**src/rtl/dsu_pkg.sv**
```systemverilog
// Shared types and defaults for the data streaming unit.
package dsu_pkg;

  typedef enum logic [1:0] {
    StIdle  = 2'd0,
    StRun   = 2'd1,
    StDrain = 2'd2
  } dsu_state_e;

  localparam int unsigned DefDataW = 16;
  localparam int unsigned DefLanes = 4;
  localparam int unsigned DefBeatW = DefDataW * DefLanes;

endpackage

```
**src/rtl/dsu_skid_fifo.sv**
```systemverilog
// Two-entry skid FIFO that absorbs read data while the consumer stalls.
module dsu_skid_fifo
  import dsu_pkg::*;
#(
  parameter int unsigned Width = DefBeatW
) (
  input  logic             clk,
  input  logic             rst,
  input  logic             push,
  input  logic             pop,
  input  logic             flush,
  input  logic [Width-1:0] din,
  output logic [Width-1:0] dout,
  output logic [1:0]       count,
  output logic             empty
);

  logic [Width-1:0] mem_q [2];
  logic             wr_ptr_q, rd_ptr_q;
  logic [1:0]       count_q;

  // Pointer and occupancy tracking; flush empties the FIFO without touching storage.
  always_ff @(posedge clk or posedge rst) begin
    if (rst) begin
      wr_ptr_q <= 1'b0;
      rd_ptr_q <= 1'b0;
      count_q  <= 2'd0;
    end else if (flush) begin
      wr_ptr_q <= 1'b0;
      rd_ptr_q <= 1'b0;
      count_q  <= 2'd0;
    end else begin
      if (push) wr_ptr_q <= ~wr_ptr_q;
      if (pop)  rd_ptr_q <= ~rd_ptr_q;
      count_q <= count_q + {1'b0, push} - {1'b0, pop};
    end
  end

  // Entry storage; cleared on reset so the head reads zero out of reset.
  always_ff @(posedge clk or posedge rst) begin
    if (rst) begin
      mem_q[0] <= '0;
      mem_q[1] <= '0;
    end else if (push && !flush) begin
      mem_q[wr_ptr_q] <= din;
    end
  end

  assign dout  = mem_q[rd_ptr_q];
  assign count = count_q;
  assign empty = (count_q == 2'd0);

  // The issue logic reserves space before reading, so a push into a full FIFO is a bug.
  assert property (@(posedge clk) disable iff (rst) !(push && !pop && !flush && count_q == 2'd2));

endmodule

```
**src/rtl/dsu_stream.sv**
```systemverilog
// Descriptor-driven strided reader streaming LANES-wide beats with full backpressure.
module dsu_stream
  import dsu_pkg::*;
#(
  parameter int unsigned DATA_W = DefDataW,
  parameter int unsigned LANES  = DefLanes,
  parameter int unsigned ADDR_W = 10,
  parameter int unsigned LEN_W  = 10
) (
  input  logic                    clk,
  input  logic                    rst,
  input  logic                    cfg_valid,
  output logic                    cfg_ready,
  input  logic [ADDR_W-1:0]       cfg_base,
  input  logic [LEN_W-1:0]        cfg_len,
  input  logic [ADDR_W-1:0]       cfg_stride,
  input  logic                    abort,
  output logic                    mem_rd_en,
  output logic [ADDR_W-1:0]       mem_rd_addr,
  input  logic [LANES*DATA_W-1:0] mem_rd_data,
  output logic                    out_valid,
  input  logic                    out_ready,
  output logic [LANES*DATA_W-1:0] out_data,
  output logic                    out_last,
  output logic                    busy,
  output logic                    done
);

  localparam int unsigned BeatW = LANES * DATA_W;

  dsu_state_e        state_q, state_d;
  logic [ADDR_W-1:0] addr_q, addr_d, stride_q, stride_d;
  logic [LEN_W-1:0]  issue_rem_q, issue_rem_d, beat_rem_q, beat_rem_d;
  logic              inflight_q, inflight_d, done_q, done_d;

  logic       cfg_hs, issue, pop, last_issue, last_pop, fifo_empty;
  logic [1:0] fifo_count;
  logic [2:0] occ;

  // Occupancy after this cycle counts the read already in flight, so two slots are never
  // over-committed.
  assign pop        = out_valid & out_ready;
  assign occ        = {1'b0, fifo_count} + {2'b00, inflight_q} - {2'b00, pop};
  assign issue      = (state_q == StRun) && (issue_rem_q != '0) && (occ < 3'd2) && !abort;
  assign cfg_hs     = (state_q == StIdle) && cfg_valid && !abort;
  assign last_issue = issue && (issue_rem_q == LEN_W'(1));
  assign last_pop   = pop && (beat_rem_q == LEN_W'(1));

  assign out_valid   = !fifo_empty;
  assign out_last    = out_valid && (beat_rem_q == LEN_W'(1));
  assign mem_rd_en   = issue;
  assign mem_rd_addr = addr_q;
  assign done        = done_q;

  // FSM state register.
  always_ff @(posedge clk or posedge rst) begin
    if (rst) state_q <= StIdle;
    else     state_q <= state_d;
  end

  // FSM next state; abort overrides every transition.
  always_comb begin
    state_d = state_q;
    unique case (state_q)
      StIdle:  if (cfg_hs && cfg_len != '0) state_d = StRun;
      StRun:   if (last_issue) state_d = StDrain;
      StDrain: if (last_pop) state_d = StIdle;
      default: state_d = StIdle;
    endcase
    if (abort) state_d = StIdle;
  end

  // FSM outputs.
  always_comb begin
    cfg_ready = (state_q == StIdle);
    busy      = (state_q != StIdle);
  end

  // Datapath next state: address walk, remaining counts and completion pulse.
  always_comb begin
    addr_d      = addr_q;
    stride_d    = stride_q;
    issue_rem_d = issue_rem_q;
    beat_rem_d  = beat_rem_q;
    inflight_d  = issue;
    done_d      = 1'b0;
    if (abort) begin
      addr_d      = '0;
      stride_d    = '0;
      issue_rem_d = '0;
      beat_rem_d  = '0;
      inflight_d  = 1'b0;
    end else if (cfg_hs) begin
      addr_d      = cfg_base;
      stride_d    = cfg_stride;
      issue_rem_d = cfg_len;
      beat_rem_d  = cfg_len;
      done_d      = (cfg_len == '0);
    end else begin
      if (issue) begin
        addr_d      = addr_q + stride_q;
        issue_rem_d = issue_rem_q - LEN_W'(1);
      end
      if (pop) begin
        beat_rem_d = beat_rem_q - LEN_W'(1);
        done_d     = last_pop;
      end
    end
  end

  // Datapath registers.
  always_ff @(posedge clk or posedge rst) begin
    if (rst) begin
      addr_q      <= '0;
      stride_q    <= '0;
      issue_rem_q <= '0;
      beat_rem_q  <= '0;
      inflight_q  <= 1'b0;
      done_q      <= 1'b0;
    end else begin
      addr_q      <= addr_d;
      stride_q    <= stride_d;
      issue_rem_q <= issue_rem_d;
      beat_rem_q  <= beat_rem_d;
      inflight_q  <= inflight_d;
      done_q      <= done_d;
    end
  end

  // Read data lands one cycle after issue; a cleared inflight flag drops data after abort.
  dsu_skid_fifo #(
    .Width(BeatW)
  ) u_fifo (
    .clk  (clk),
    .rst  (rst),
    .push (inflight_q),
    .pop  (pop),
    .flush(abort),
    .din  (mem_rd_data),
    .dout (out_data),
    .count(fifo_count),
    .empty(fifo_empty)
  );

endmodule

```
**config.mk**
```make
export PLATFORM = sky130hd
export DESIGN_NAME = dsu_stream
export DESIGN_NICKNAME = d
export VERILOG_FILES = /design/src/rtl/dsu_pkg.sv /design/src/rtl/dsu_skid_fifo.sv /design/src/rtl/dsu_stream.sv
export SDC_FILE = /design/constraint.sdc
export NUM_CORES = 1
export LEC_CHECK = 0
export BUFFER_PORTS_ARGS = -buffer_cell sky130_fd_sc_hd__buf_4
export CAP_MARGIN = 20
export CELL_PAD_IN_SITES_DETAIL_PLACEMENT = 1
export CELL_PAD_IN_SITES_GLOBAL_PLACEMENT = 1
export CORE_ASPECT_RATIO = 0.7
export CORE_UTILIZATION = 44
export CTS_CLUSTER_DIAMETER = 200
export DETAILED_ROUTE_END_ITERATION = 16
export PLACE_DENSITY = 0.77
export SLEW_MARGIN = 20
export SYNTH_ARGS = -nofsm -noshare
export SYNTH_HDL_FRONTEND = slang
export SYNTH_SLANG_ARGS = --single-unit
```
**constraint.sdc**
```tcl
create_clock -name clk -period 6.8 [get_ports clk]
set_input_delay 0.68 -clock clk [delete_from_list [all_inputs] [get_ports clk]]
set_output_delay 0.68 -clock clk [all_outputs]
set_load 0.01 [all_outputs]
```
### Word-level counts from Yosys, hierarchy flattened

Index checks and enable logic that the tools add are counted.

* bits in registers: 176
* bits of input ports: 99
* output and inout bits: 80
* word-level logic and storage cells: 91

* $add $sub $neg: 7
* magnitude comparators: 4
* eq/ne operators: 7
* multiplexer cells: 31
* bitwise operators: 5
* reduce and logical (&&, ||, !) cells: 25

Operator list (number)
* $mux W64: 4
* $bwmux W128: 1
* $mux W10: 11
* $demux W64 S1: 1
* $eq A10 B1 Y1 const B: 2
* $reduce_bool A10 Y1: 2
* $sub A10 B1 Y10 const B: 2
* $logic_and A1 B1 Y1: 11
* $add A10 B10 Y10: 1
* $logic_not A10 Y1: 1
* $mux W2: 5
* $mux W1: 8
* $reduce_bool A2 Y1: 4
* $ne A3 B3 Y1 const B: 2
* $pmux W2 S3: 1
* $reduce_bool A3 Y1: 2
* $ge A2 B2 Y1 const B: 2
* $logic_not A2 Y1: 2
* $not A1 Y2: 2
* $add A2 B1 Y3: 1
* $lt A3 B2 Y1 const B: 1
* $ne A3 B1 Y1 const B: 1
* $reduce_and A3 Y1: 1
* $sub A3 B1 Y3: 1
* other kinds (8): 10

### Depth between registers and ports, before layout

Gate-level depths: netlist (run 1).

* depth in word-level cells: 11
* mapped depth: 16

### Modules after synthesis

A second synthesis (run 1) with hierarchy kept.

* cell total of the unflattened synthesis: 658
* area, all modules: 8770.9 um2

By module, submodules not included
* dsu_skid_fifo: instances 1, cells an instance 360, area each 6055.8 um2, seq. area each 3303.2 um2
* dsu_stream: instances 1, cells an instance 298, area each 2715.1 um2, seq. area each 1101.1 um2

### Worst setup path after synthesis (run 1)

Ideal clock, no wire load.

* kind: register to output
* from: register u_fifo.count_q[1], in the netlist u_fifo.count[1]
* to: output port mem_rd_en
* data arrival time: 2760 ps
* required time: 6120 ps
* setup slack: 3360 ps
* stages on the path, launching flop included: 14
* path through: dfrtp_1 > or2_2 > nand2_1 > clkinv_1 > ha_1 > inv_1 > ha_1 > inv_1 > fa_1 > xnor2_1 > nand4b_1 > a211o_4 > inv_4 > buf_6

* cells in the longest elaborated chain, start to end: 7
* elaborated cells on any way between the ends: 8
* those cells by class: add/sub (2); order compare (1); bitwise (1); reduce/logical (4)

RTL lines
* from (decl): RTL line dsu_skid_fifo.sv:20 `logic [1:0] count_q;`
* from (signal assigned): RTL line dsu_skid_fifo.sv:35 `count_q <= count_q + {1'b0, push} - {1'b0, pop};`
* $logic_not A2 Y1: RTL line dsu_skid_fifo.sv:51 `assign empty = (count_q == 2'd0);`
* $logic_not A1 Y1: RTL line dsu_stream.sv:49 `assign out_valid = !fifo_empty;`
* via out_valid: RTL line dsu_stream.sv:21 `output logic out_valid,`
* $and A1 B1 Y1: RTL line dsu_stream.sv:42 `assign pop = out_valid & out_ready;`
* $sub A3 B1 Y3: RTL line dsu_stream.sv:43 `assign occ = {1'b0, fifo_count} + {2'b00, inflight_q} - {2'b00, pop};`
* $lt A3 B2 Y1: RTL line dsu_stream.sv:44 `assign issue = (state_q == StRun) && (issue_rem_q != '0) && (occ < 3'd2) && !abort;`
* $logic_and A1 B1 Y1 (2 in a row): RTL line dsu_stream.sv:44
* to (decl): RTL line dsu_stream.sv:18 `output logic mem_rd_en,`

The timed path passes the listed nets, and every way through them passes these cells.

### Worst setup path in the final report (run 1)

* from: register u_fifo.count_q[1], in the netlist u_fifo.count[1]
* to: output port mem_rd_en

* cells in the longest elaborated chain, start to end: 7
* elaborated cells on any way between the ends: 8
* those cells by class: add/sub (2); order compare (1); bitwise (1); reduce/logical (4)

RTL lines (RTL line)
* $logic_not A2 Y1: dsu_skid_fifo.sv:51
* $logic_not A1 Y1: dsu_stream.sv:49
* $and A1 B1 Y1: dsu_stream.sv:42
* $sub A3 B1 Y3 (*): dsu_stream.sv:43
* $lt A3 B2 Y1 (*): dsu_stream.sv:44
* $logic_and A1 B1 Y1 (*) (2 in a row): dsu_stream.sv:44

Every way passes the cells marked *; elsewhere a longest branch is shown, timed or not.

==> summary.md, run 1 <==
| Metric | Value |
|---|---|
| Crit path to | mem_rd_en |
| Outcome | finished clean |
| First-pass GRT wire length | 36400 µm |
| Critical Path Source | u_fifo.count[1]$_DFF_PP0_ |
| Total Nets Final | 957 |
| Rows | 41 |
| Post-route insts no fill | 1089 |
| Final Hold Fails | 0 |
| Overflow after GRT | 0 |
| Required @ worst endpoint | 6120 ps |
| RSZ-0062 raised after global routing | false |
| Detail Placement HPWL | 15700 µm |
| Worst Setup End Kind | output pin |
| R2R depth | 14 |
| Postcts setup bufs | 0 |
| Mapped cell area | 8400 µm² |
| Placed cell count | 1057 |
| Syn_nets | 786 |
| Clock Sinks | 176 |
| Initial antenna violation count | 0 |
| Primary FF master, synth | dfrtp_1 |
| Area leader, netlist | dfrtp_1 |
| Pin count of the biggest net entering global routing | 96 |
| Fin util | 57.5% |
| Filler instances | 1921 |
| Worst slew pin tran | 971 ps |
| CTS Root Cell | clkbuf_16 |
| Overall power | 0.00457 W |
| Post-synth EDFFs | 0 |
| Synth top cells by count | mux2_2, dfrtp_1, nand2_1 |
| Post-CTS Hold Fix Bufs | 0 |
| Register area share after synthesis | 52.4% |
| Die width | 167 µm |
| Clk Latency, worst-skew pair | 430 ps |
| Layout Area Growth over Synthesis | 25.8% |
| Area contributors post-synth | dfrtp_1, mux2_2, ha_1 |
| Die Height | 118 µm |
| Reg-to-reg endpoint | mem_rd_addr[9]$_DFFE_PP0P_ |
| # resized after CTS | 0 |
| Cell Area, Placed | 9960 µm² |
| WL/cell | 20.6 µm |
| RD Place Congestion | 0.834 |
| Max H-tree Level | 4 |
| Count leader, synth | mux2_2 |
| Initial DRC Count | 298 |
| Final worst path period share | 62.0% |
| Fmax | 0.237 GHz |
| First-pass DRT Iterations | 7 |
| VDD IR max | 0.187 mV |
| I/O Buffers | 178 |
| Synth async-reset ratio | 100% |
| Yosys top cell area share | 52.4% |
| Pins over their slew limit | 0 |
| CTS tree | done |
| # diodes | 0 |
| Fin area | 10600 µm² |
| Min Tclk post-route | 4220 ps |
| Drt total wl | 22500 µm |
| Die area | 19700 µm² |
| CTS buffer count | 17 |
| FF-to-FF Start | u_fifo.count[1]$_DFF_PP0_ |
| Arrival @ worst endpoint | 3540 ps |
| Post-route ant nets | 0 |
| Max Cap Viol | 0 |
| Crit start category | register |
| Maximum net fanout on the critical path | 13 |
| Worst-case clock buffer depth | 2 |
| GRT Total Usage | 23.7% |
| Post-Syn Instances | 669 |
| Final setup violating endpoints | 0 |
| Setup Total Neg Slack | 0 ps |
| Unique masters post-synth | 59 |
| Leak pwr | 5.04 nW |
| I/O Pins | 179 |
| Starting Density | 45.8% |
| Share of cells above drive strength 1 | 49.7% |
| HP Class | in2async |
| R2r setup slk | 3100 ps |
| P per Cell Area | 432 nW/µm² |
| Slew headroom | 35.2% |
| Critical path type | reg2out |
| Via density per instance | 5.49 |
| Core area | 18400 µm² |
| Vias in the first global route | 6698 |
| Ys Warns | 0 |
| Number of remaining DRC errors | 0 |
| Worst Skew | 11.5 ps |
| Synthesized area per cell | 12.6 µm² |
| Flops & latches, synth | 176 |
| DR vias | 5979 |
| Clock-pin slew on the worst setup and hold paths | 70 ps |
[cell usage in the layout (no fill, tap or decap), types with 7 or more instances in the layout]
cell,n
clkbuf_16,17
nor2_1,33
o21ai_1,11
buf_4,185
nand2_1,38
mux2_2,192
nor3_1,7
inv_1,16
o21ai_0,11
ha_1,16
xnor2_1,9
dfrtp_1,175
a21oi_1,30
[layer usage]
metal,GRT usage (%),share of wire [%]
met5,0,0
met2,39.6,49
met3,6.39,5.6
met4,7.80,2.0
met1,29.9,44
[critical path: stages (launching register included)]
cell	delay (ps)
dfrtp_1	420
or2_2	330
nand2_1	120
clkinv_1	220
ha_1	340
inv_1	60
ha_1	130
inv_1	50
fa_1	370
xnor2_1	150
nand4b_1	190
a211o_4	420
inv_4	160
buf_4	150
[layout make-up]
class / instances / area (µm²) / share of cell area, %
timing repair buffer: 186 / 1400 / 13.2
clock inverter: 14 / 163 / 1.54
tap: 236 / 295 / 2.79
multi-input combinational: 440 / 3790 / 35.8
sequential: 176 / 4410 / 41.7
inverter: 19 / 78.8 / 0.746
clock buffer: 18 / 439 / 4.16
[where the power goes]
| part | switching [W] | total (W) | leakage [nW] | internal, W |
|---|---|---|---|---|
| logic | 0.000839 | 0.00187 | 2.45 | 0.00103 |
| clock network | 0.000461 | 0.000998 | 0.294 | 0.000536 |
| registers | 0.000242 | 0.00170 | 2.30 | 0.00146 |
[how the worst min path moves through the flow]
stage | from | to
floorplan | state_q[1]$_DFFE_PP0P_ | state_q[0]$_DFFE_PP0P_
global placement | issue_rem_q[1]$_DFFE_PP0P_ | issue_rem_q[1]$_DFFE_PP0P_
detailed placement | issue_rem_q[1]$_DFFE_PP0P_ | issue_rem_q[1]$_DFFE_PP0P_
CTS | cfg_base[2] | mem_rd_addr[2]$_DFFE_PP0P_
global route | mem_rd_data[11] | u_fifo.mem_q[11]$_DFFE_PP0P_
finish | rst | u_fifo.mem_q[3]$_DFFE_PP0P_
[cell families (layout without fill, tap and decap cells)]
logic type               count (synthesis)  count (layout)  share of synthesized area, %
AO/OA/AOI/OAI                           94              94                          7.45
XOR/XNOR                                15              15                          1.56
adder cells (fa/ha/maj)                 18              18                          2.86
buffers and inverters                   53             237                          2.59
flip-flops                             176             176                          52.4
multiplexers                           193             193                          25.8
AND/OR/NAND/NOR                        120             120                          7.28
[through the flow]
stage	hold slack, ps	setup slack [ps]
CTS	461	2550
floorplan	436	1350
global placement	464	3000
finish	419	2580
global route	467	2350
detailed placement	474	2980
[flip-flops by register name, indices dropped and copies added (netlist names)]
name	count
state_q	2
mem_rd_addr	10
u_fifo.mem_q	128
u_fifo.wr_ptr_q	1
beat_rem_q	10
inflight_q	1
issue_rem_q	10
u_fifo.rd_ptr_q	1
stride_q	10
u_fifo.count	2
done	1
No activity file was read; power rests on OpenSTA's default activity.
==> inputs of run 2 (changes only) <==
--- a/config.mk
+++ b/config.mk
@@ -5,15 +5,16 @@
 export SDC_FILE = /design/constraint.sdc
 export NUM_CORES = 1
 export LEC_CHECK = 0
+export ABC_AREA = 1
 export BUFFER_PORTS_ARGS = -buffer_cell sky130_fd_sc_hd__buf_4
 export CAP_MARGIN = 20
 export CELL_PAD_IN_SITES_DETAIL_PLACEMENT = 1
 export CELL_PAD_IN_SITES_GLOBAL_PLACEMENT = 1
 export CORE_ASPECT_RATIO = 0.7
-export CORE_UTILIZATION = 44
+export CORE_UTILIZATION = 40
 export CTS_CLUSTER_DIAMETER = 200
 export DETAILED_ROUTE_END_ITERATION = 16
-export PLACE_DENSITY = 0.77
+export PLACE_DENSITY = 0.76
 export SLEW_MARGIN = 20
 export SYNTH_ARGS = -nofsm -noshare
 export SYNTH_HDL_FRONTEND = slang
==> constraint.sdc (replaced) <==
create_clock -name clk -period 4.4 [get_ports clk]
set_input_delay 0.44 -clock clk [delete_from_list [all_inputs] [get_ports clk]]
set_output_delay 0.44 -clock clk [all_outputs]
set_load 0.01 [all_outputs]
==> run 2 against run 1 <==
  * Power grew 56%
  * Sequential power grew 59%
  * Setup slack worse by 1800 ps
  * Clock skew decreased by 1.9 ps
  * Critical endpoint unchanged
==> summary.md, run 2 <==
| Metric | Value |
|---|---|
| Post-CTS Hold Fix Bufs | 0 |
| Initial DRC Count | 481 |
| Final WS setup | 820 ps |
| Maximum net fanout on the critical path | 10 |
| Clk Latency, worst-skew pair | 430 ps |
| Post-Place Setup Slack | 1280 ps |
| Die width | 178 µm |
| Fin util | 51.6% |
| Clock Sinks | 176 |
| Rows | 44 |
| Max Cap Viol | 0 |
| Worst-case clock buffer depth | 2 |
| Critical Path Source | u_fifo.count[1]$_DFF_PP0_ |
| Arrival @ worst endpoint | 3140 ps |
| Post-Synth XOR/XNOR Area | 0.603% |
| Worst slew pin tran | 847 ps |
| Ys Warns | 0 |
| Pins over their slew limit | 0 |
| Via density per instance | 4.90 |
| I/O Buffers | 178 |
| Clock-pin slew on the worst setup and hold paths | 70 ps |
| Worst Setup End Kind | output pin |
| CTS buffer count | 17 |
| Fmax | 0.279 GHz |
| Initial antenna violation count | 0 |
| Most frequent cells in the layout | nand2_1, buf_4, dfrtp_1 |
| Slew headroom | 43.4% |
| Drt total wl | 24900 µm |
| Core area | 21000 µm² |
| RSZ-0062 raised after global routing | false |
| Post-route ant nets | 0 |
| P per Cell Area | 657 nW/µm² |
| Count leader, synth | nand2_1 |
| RD Place Congestion | 0.868 |
| # diodes | 0 |
| Max H-tree Level | 4 |
| Unique masters post-synth | 33 |
| Synthesized area per cell | 7.64 µm² |
| R2R depth | 16 |
| Multiplexer area fraction after synthesis | 0% |
| Commonest non-fill, non-tap cell in the layout | nand2_1 |
| Compound-cell area share of the yosys netlist | 10.8% |
| Yosys top cell area share | 50.5% |
| Pin count of the biggest net entering global routing | 130 |
| Die area | 22400 µm² |
| Leak pwr | 6.00 nW |
| Final Hold Fails | 0 |
| DR vias | 7758 |
| Area contributors post-synth | dfrtp_1, nand2_1, o21ai_0 |
| VDD IR max | 0.295 mV |
| HP Class | in2async |
| Synth top cells by count | nand2_1, dfrtp_1, o21ai_0 |
| Crit path to | mem_rd_en |
| Max reg flops | 128 |
| Mapped cell area | 8720 µm² |
| Share of cells above drive strength 1 | 18.4% |
| Total Nets Final | 1412 |
| First-pass GRT wire length | 41500 µm |
| Crit start category | register |
| Simple-gate share of the synthesized area | 26.8% |
| Layout Area Growth over Synthesis | 24.5% |
| Number of remaining DRC errors | 0 |
| Largest family of logic cells by synthesized area | simple AND/OR/NAND/NOR gates |
| GRT Total Usage | 23.6% |
| Reg-to-reg endpoint | issue_rem_q[1]$_DFFE_PP0P_ |
| Post-synth EDFFs | 0 |
| Adder-Cell Fraction of Synth Area | 2.76% |
| WL/cell | 15.8 µm |
| Setup Total Neg Slack | 0 ps |
| Filler instances | 2635 |
| CTS Root Cell | clkbuf_16 |
| CTS tree | done |
| Worst Skew | 9.60 ps |
| Top reg by flops | u_fifo.mem_q |
| Overflow after GRT | 0 |
| Min Tclk post-route | 3580 ps |
| Starting Density | 41.5% |
| Critical path type | reg2out |
| Area leader, netlist | dfrtp_1 |
| I/O Pins | 179 |
| Flops & latches, synth | 176 |
| Final worst path period share | 81.4% |
| Postcts setup bufs | 0 |
| First-pass DRT Iterations | 4 |
| Syn_nets | 1258 |
| Vias in the first global route | 8138 |
| R2r setup slk | 1400 ps |
| Register area share after synthesis | 50.5% |
| Synth async-reset ratio | 100% |
| # resized after CTS | 0 |
| Post-Syn Instances | 1141 |
| Final setup violating endpoints | 0 |
| Die Height | 126 µm |
| Outcome | finished clean |
| FF-to-FF Start | u_fifo.count[1]$_DFF_PP0_ |
| Primary FF master, synth | dfrtp_1 |
| Detail Placement HPWL | 17300 µm |
| Required @ worst endpoint | 3960 ps |
==> run 2: cell types whose count changed in the layout (fill, tap and decap cells not counted), sizes merged, moves of 6 or more <==
cell,delta
a211oi,-7
a21oi,-23
a22o,+8
a22oi,-6
a311oi,-6
inv,+110
mux2,-192
nand2,+421
nand3,+51
nand4,+7
nor2,+9
o21ai,+133
xnor2,-7
==> run 2: final cells by class <==
type                            count  area, µm²  share of cell area [%]
Clock buffer                       23        498                    4.59
Clock inverter                      8        101                   0.934
Inverter                          136        514                    4.74
Multi-Input combinational cell    779       3580                    33.0
Sequential cell                   176       4410                    40.6
Tap cell                          276        345                    3.18
Timing Repair Buffer              185       1410                    13.0
==> run 2: worst max-delay path: stages (launching register included) <==
cell and delay [ps]:
dfrtp_1 440, nor2_1 170, inv_1 80, nand2_1 100
inv_1 100, ha_1 280, inv_1 60, ha_1 130
inv_1 60, fa_1 500, nand2_1 70, nor2_2 170
nand3_1 160, inv_2 220, buf_4 160
==> run 2: through the flow <==
| step | power (W) | hold WS (ps) | cells | instance area, µm² |
|---|---|---|---|---|
| 2_1_floorplan | 0.00440 | 453 | 1141 | 8720 |
| 3_3_place_gp | 0.00550 | 466 | 1552 | 10300 |
| 3_5_place_dp | 0.00562 | 473 | 1552 | 10300 |
| 4_1_cts | 0.00722 | 169 | 1583 | 10900 |
| 5_1_grt | 0.00774 | 214 | 1583 | 10900 |
| 6_report | 0.00714 | 170 | 1583 | 10900 |
==> run 2: worst min-delay path by stage <==
stage	start	endpoint	slack, ps	cells past startpoint
after floorplan	u_fifo.mem_q[52]$_DFFE_PP0P_	u_fifo.mem_q[52]$_DFFE_PP0P_	450	2
after global placement	u_fifo.mem_q[33]$_DFFE_PP0P_	u_fifo.mem_q[33]$_DFFE_PP0P_	470	2
after detailed placement	u_fifo.mem_q[11]$_DFFE_PP0P_	u_fifo.mem_q[11]$_DFFE_PP0P_	470	2
after CTS	rst	beat_rem_q[8]$_DFFE_PP0P_	170	2
after global routing	cfg_base[4]	mem_rd_addr[4]$_DFFE_PP0P_	210	3
final	rst	beat_rem_q[8]$_DFFE_PP0P_	170	2
==> run 2: cells by family after synthesis <==
kind of cell | count (synthesis)
xor+xnor | 6
fa+ha+maj | 18
simple gates | 577
buf+inv | 186
compound gates | 178
flops | 176
==> run 2: power by group <==
| group | total (W) | switching [W] | internal [W] |
|---|---|---|---|
| combinational | 0.00288 | 0.00170 | 0.00118 |
| clock | 0.00155 | 0.000642 | 0.000912 |
| sequential | 0.00271 | 0.000421 | 0.00228 |
| total | 0.00714 | 0.00276 | 0.00438 |
==> run 2: layer usage <==
metal | GRT usage [%] | routed length (µm) | vias up
met4 | 5.88 | 268 | 0
met2 | 36.0 | 11100 | 156
met1 | 33.2 | 12200 | 3715
li1 | - | - | 3870
met3 | 6.45 | 1360 | 17
met5 | 0 | 0 | -
